`src/rtl/dds_phase_detector.sv`:
```
// Vectoring CORDIC phase detector: converts a signed I/Q sample into its full-circle
// phase (same format as the DDS phase input) and its unscaled magnitude.
module dds_phase_detector #(
  parameter int IN_DW      = 16,
  parameter int PHASE_DW   = 16,
  parameter int ITERATIONS = 14
) (
  input  logic                  clk,
  input  logic                  reset,
  input  logic [2*IN_DW-1:0]    s_axis_in_tdata,
  input  logic                  s_axis_in_tvalid,
  output logic                  s_axis_in_tready,
  output logic [PHASE_DW-1:0]   m_axis_out_phase_tdata,
  output logic [IN_DW:0]        m_axis_out_mag_tdata,
  output logic                  m_axis_out_tvalid,
  input  logic                  m_axis_out_tready
);

  localparam int XW    = IN_DW + 3;
  localparam int CNT_W = $clog2(ITERATIONS + 1);
  localparam int TAB_N = 1 << CNT_W;

  function automatic logic [PHASE_DW-1:0] atan_val(input int i);
    real a;
    a = $atan(2.0 ** (-i)) * (2.0 ** PHASE_DW) / (2.0 * 3.14159265358979323846);
    return PHASE_DW'($rtoi(a + 0.5));
  endfunction

  typedef enum logic [1:0] {IDLE, ROTATE, HOLD} state_t;

  state_t                     state, state_nxt;
  logic [CNT_W-1:0]           iter;
  logic signed [XW-1:0]       x, y, x_shr, y_shr;
  logic signed [XW-1:0]       i_ext, q_ext;
  logic [PHASE_DW-1:0]        z;
  logic                       zero_in;
  logic [PHASE_DW-1:0]        atan_tab [TAB_N];

  for (genvar g = 0; g < TAB_N; g++) begin : g_atan
    localparam logic [PHASE_DW-1:0] A = (g < ITERATIONS) ? atan_val(g) : '0;
    assign atan_tab[g] = A;
  end

  assign i_ext = XW'(signed'(s_axis_in_tdata[IN_DW-1:0]));
  assign q_ext = XW'(signed'(s_axis_in_tdata[2*IN_DW-1:IN_DW]));
  assign x_shr = x >>> iter;
  assign y_shr = y >>> iter;

  always_comb begin
    state_nxt         = state;
    s_axis_in_tready  = 1'b0;
    m_axis_out_tvalid = 1'b0;
    case (state)
      IDLE: begin
        s_axis_in_tready = !reset;
        if (s_axis_in_tvalid) state_nxt = ROTATE;
      end
      ROTATE: begin
        if (iter == CNT_W'(ITERATIONS)) state_nxt = HOLD;
      end
      HOLD: begin
        m_axis_out_tvalid = 1'b1;
        if (m_axis_out_tready) state_nxt = IDLE;
      end
      default: state_nxt = IDLE;
    endcase
  end

  // control: FSM, iteration counter and result registers
  always_ff @(posedge clk or posedge reset) begin
    if (reset) begin
      state                  <= IDLE;
      iter                   <= '0;
      m_axis_out_phase_tdata <= '0;
      m_axis_out_mag_tdata   <= '0;
    end else begin
      state <= state_nxt;
      if (state == IDLE)
        iter <= '0;
      else if (state == ROTATE && iter != CNT_W'(ITERATIONS))
        iter <= iter + 1'b1;
      if (state == ROTATE && state_nxt == HOLD) begin
        // an all-zero vector has no angle; the rotations would drift z, so force 0
        m_axis_out_phase_tdata <= zero_in ? '0 : z;
        m_axis_out_mag_tdata   <= x[IN_DW:0];
      end
    end
  end

  // datapath: pre-rotation into the right half-plane, then micro-rotations
  always_ff @(posedge clk) begin
    if (state == IDLE && s_axis_in_tvalid) begin
      zero_in <= (i_ext == '0) && (q_ext == '0);
      if (i_ext < 0) begin
        x <= -i_ext;
        y <= -q_ext;
        z <= {1'b1, {(PHASE_DW-1){1'b0}}};
      end else begin
        x <= i_ext;
        y <= q_ext;
        z <= '0;
      end
    end else if (state == ROTATE && iter != CNT_W'(ITERATIONS)) begin
      if (!y[XW-1]) begin
        x <= x + y_shr;
        y <= y - x_shr;
        z <= z + atan_tab[iter];
      end else begin
        x <= x - y_shr;
        y <= y + x_shr;
        z <= z - atan_tab[iter];
      end
    end
  end

endmodule

```
`config.mk`:
```
export PLATFORM = sky130hd
export DESIGN_NAME = dds_phase_detector
export DESIGN_NICKNAME = d
export VERILOG_FILES = /design/src/rtl/dds_phase_detector.sv
export SDC_FILE = /design/constraint.sdc
export NUM_CORES = 1
export LEC_CHECK = 0
export BUFFER_PORTS_ARGS = -buffer_cell sky130_fd_sc_hd__buf_2
export CAP_MARGIN = 0
export CORE_ASPECT_RATIO = 1.5
export CORE_MARGIN = 1.5
export CORE_UTILIZATION = 57
export DETAILED_ROUTE_END_ITERATION = 12
export PLACE_DENSITY = 0.9
export RECOVER_POWER = 25
export SLEW_MARGIN = 20
export SYNTH_ARGS = -nofsm -noshare
export SYNTH_HDL_FRONTEND = slang
export SYNTH_SLANG_ARGS = --single-unit
```
`constraint.sdc`:
```
create_clock -name clk -period 4.8 [get_ports clk]
set_input_delay 0.72 -clock clk [delete_from_list [all_inputs] [get_ports clk]]
set_output_delay 0.72 -clock clk [all_outputs]
set_load 0.1 [all_outputs]
```
==> impl.org <==
** Yosys
- Post-synthesis sequential element count :: 94
- Most instantiated flip-flop cell in the synthesis netlist :: edfxtp_1
- The synthesized netlist devotes 8.79% of its cell area to adder and majority cells.
- After synthesis the cells add up to 9940 um^2.
- Counting every net in the synthesized netlist gives 1231.
- Number of enable flip-flop cells after synthesis :: 55
- Library cells used by synthesis :: 70
- Register area share after synthesis :: 26.4%
- Ys Warns :: 0
- Post-Synth XOR/XNOR Area :: 9.43%
- Post-synthesis instance total :: 1127
- Averaged over all synthesized cells, the footprint is 8.82 um^2.
- Measured against the total synthesized area, the mux share comes to 15.4%.
- Simple-gate area share of the yosys netlist :: 18.9%
- Dominant combinational cell family by area after synthesis :: simple AND/OR/NAND/NOR gates
- The synthesized netlist devotes 16.8% of its cell area to compound gates.
- Of all flip-flops after synthesis, the portion carrying an async set or reset was 41.5%.

** Drt
- Number of DRC violations after detailed routing :: 0
- In this run, the number of DRC markers left after iteration 0 of detailed routing was 852.
- Initial DRT Pass Iterations :: 6
- The routed design has 29900 um of wire.
- After detailed routing, the average wire length per cell comes to 20.0 um.
- Number of vias in the routed layout :: 9596
- Once detail routing completed, the nets flagged for antenna violations numbered 0.
- After detailed routing, the number of vias per cell comes to 6.42.

** Place
- Number of buffers added on ports :: 70
- Detailed placement ended at an HPWL of 22700 um.
- At the end of routability-driven placement, the weighted congestion stood at 1.02.
- Area after detailed placement :: 11100 um^2

** Clock tree
- The later pin in the worst-skew pair is clocked with a latency of 0.36 ns.
- Clock Pin Slew Worst Setup and Hold Paths :: 0.08 ns
- CTS built an H-tree with a depth of 3.
- Buffer depth of the longest clock path :: 2
- In this run the clock root is driven by a clkbuf_16.
- TritonCTS built the clock tree.
- Counting the buffers created by CTS gives 9.
- For this design, the sink count on the clock tree is 94.

** Floorplan
- Area of the core region :: 17200 um^2
- Once the floorplan was initialized, standard cells occupied 57.8% of the core.
- Full die area :: 18300 um^2
- In this run the core area contains 59 standard-cell rows.
- Die Y :: 165 um
- Overall die width :: 111 um
- 71 I/O pins were placed.

** GRT
- Overflow after GRT :: 0
- The number of antenna violations at the first check in global routing was 0.
- Number of global-route vias before repair :: 9385
- Maximum number of pins on one net before global-route repair :: 56
- Global routing consumed, over all layers together, 31.9% of the routing resources.
- Wire length of the first global-routing pass :: 46200 um

** STA
- In the final timing run, aggregate negative setup slack is -0.00300 ns.
- Between clock sinks in the finished design, the worst skew comes to 0.0103 ns.
- In the post-route analysis, the smallest setup slack over all paths is -0.00300 ns.
- Based on the critical path, the design can be clocked at up to 208 MHz.
- Final max-slew violation count :: 0
- In this run the tightest slew margin relative to its limit is 7.61%.
- Fin crit share :: 100%
- Setup repair after global routing could not meet its margin everywhere.
- The final hold violation count was 0.
- The worst path in the final design needs a cycle of 4.80 ns, including I/O delays and setup.
- For the pin with the worst max-slew slack, the measured transition is 1.39 ns.
- Setup violations remaining at the end of the flow were counted as 1.

** Job
- Number of max-capacitance violations reported :: 0

** Cells and area
- Post-layout nets :: 1380
- Final antenna diode count :: 0
- Area growth syn-to-layout :: 18.6%
- The library cell used most frequently in the layout, excluding fill and tap cells, is nand2_1.
- In the final layout, the share of cells above drive strength 1 is 24.8%.
- Commonest non-fill, non-tap cells in the layout :: 158 x nand2_1, 123 x buf_4, 90 x nor2_1
- After routing the design area is 11800 um^2.

** Critical path
- In this run the worst path has a maximum fanout of 6.
- The worst setup path is launched from a flop.
- Data arrival, critical path :: 4.88 ns
- Category of the critical setup timing path :: flop to flop
- At the worst endpoint, the required time is 4.88 ns.
- Worst setup EP type :: flop

** Hold path
- The path class of the tightest hold or removal check is input pin to asynchronous set/reset pin.

** Outcome
- The run finished, with violations left.
- Violated checks :: negative setup slack
layer usage:
| metal | track usage [%] | vias up | part of all wire, % |
|---|---|---|---|
| met2 | 57.7 | 469 | 51 |
| li1 | - | 4417 | - |
| met3 | 4.40 | 158 | 5.8 |
| met5 | 0 | - | 0 |
| met4 | 24.3 | 0 | 8.5 |
| met1 | 33.5 | 4552 | 35 |
cells in the mapped netlist (7+ instances only):
cell type | count | area, um^2
o21bai_1 | 7 | 52.6
clkbuf_1 | 42 | 158
ha_1 | 65 | 813
nor2_1 | 92 | 345
or4_1 | 7 | 52.6
a211oi_1 | 11 | 82.6
xnor2_1 | 63 | 552
nand4_1 | 9 | 56.3
o21a_1 | 10 | 75.1
nand2_1 | 160 | 601
nor2b_1 | 13 | 81.3
xor2_1 | 44 | 385
a21oi_1 | 83 | 415
nor3_1 | 24 | 120
nand2b_1 | 10 | 62.6
or3_1 | 7 | 43.8
edfxtp_1 | 55 | 1650
o21ai_0 | 72 | 360
mux4_2 | 34 | 766
buf_1 | 8 | 30.0
mux4_1 | 10 | 263
mux2_2 | 14 | 158
a31oi_1 | 13 | 81.3
nand3_1 | 20 | 100
a21o_1 | 17 | 128
o41ai_1 | 8 | 70.1
inv_1 | 35 | 131
o31ai_1 | 15 | 113
nand3b_1 | 18 | 135
dfrtp_1 | 39 | 976
mux2i_1 | 34 | 340
worst paths after layout:
check | from | to | slack [ns] | depth (start not counted)
min in group clk | m_axis_out_phase_tdata[2] | m_axis_out_phase_tdata[2] | 0.46 | 2
worst max register to register | iter[0] | x[15] | -0.003 | 17
worst max-delay path | iter[0] | x[15] | -0.003 | 17
worst min register to register | m_axis_out_phase_tdata[2] | m_axis_out_phase_tdata[2] | 0.46 | 2
max in group asynchronous | reset | iter[0] | 2.58 | 3
worst min-delay path | reset | m_axis_out_phase_tdata[10] | 0.44 | 2
critical path, stage by stage (launching register included):
cell,delay (ns)
dfrtp_2,0.39
buf_6,0.14
buf_4,0.11
mux4_2,0.52
mux4_2,0.53
or2_4,0.27
or4b_4,0.52
nand2_2,0.08
xor2_1,0.18
ha_1,0.27
a21oi_1,0.15
o21bai_1,0.12
a21o_1,0.21
a21oi_2,0.18
o22ai_2,0.12
o41ai_4,0.37
xor2_1,0.25
o22ai_1,0.11
flip-flops by register name, summed over array words and instances (netlist names):
signal                  cells
state                       2
iter                        4
y                          19
m_axis_out_mag_tdata       17
m_axis_out_phase_tdata     16
x                          19
z                          16
zero_in                     1
logic make-up (layout without fill, tap and decap cells):
family	count (synthesis)	count (layout)
compound gates	270	270
xor+xnor	107	107
fa+ha+maj	68	68
buf+inv	101	255
flops	94	94
mux	92	92
simple gates	395	395
timing repair:
action,4_1_cts,5_1_grt
endpoints found under the hold margin,0,0
pin swaps,0,21
hold buffers,0,0
gates resized for setup,9,60
endpoints found under the setup margin,10,16
gates cloned,0,0
setup buffers,6,11
stage by stage:
stage                     hold slack, ns  utilization [%]  setup WS, ns  std cells
after global placement             0.445             64.8      -0.00796       1461
after CTS                          0.455             66.9       0.00414       1483
after floorplan                    0.485                -      -0.00732       1127
final                              0.445             68.5      -0.00300       1494
after global routing               0.472             68.5        -0.125       1494
after detailed placement           0.451             64.8        -0.130       1461
layout make-up:
type | instances | area [um^2]
clock buffer | 9 | 225
clock inverter | 7 | 63.8
fill | 1324 | 5410
inverter | 39 | 146
multi-input combinational | 932 | 7110
sequential | 94 | 2630
tap | 213 | 267
timing repair buffer | 200 | 1340
Power is left out: the tool's default activity adds up to more than one toggle a clock period on the data nets, which glitch-free logic cannot reach.
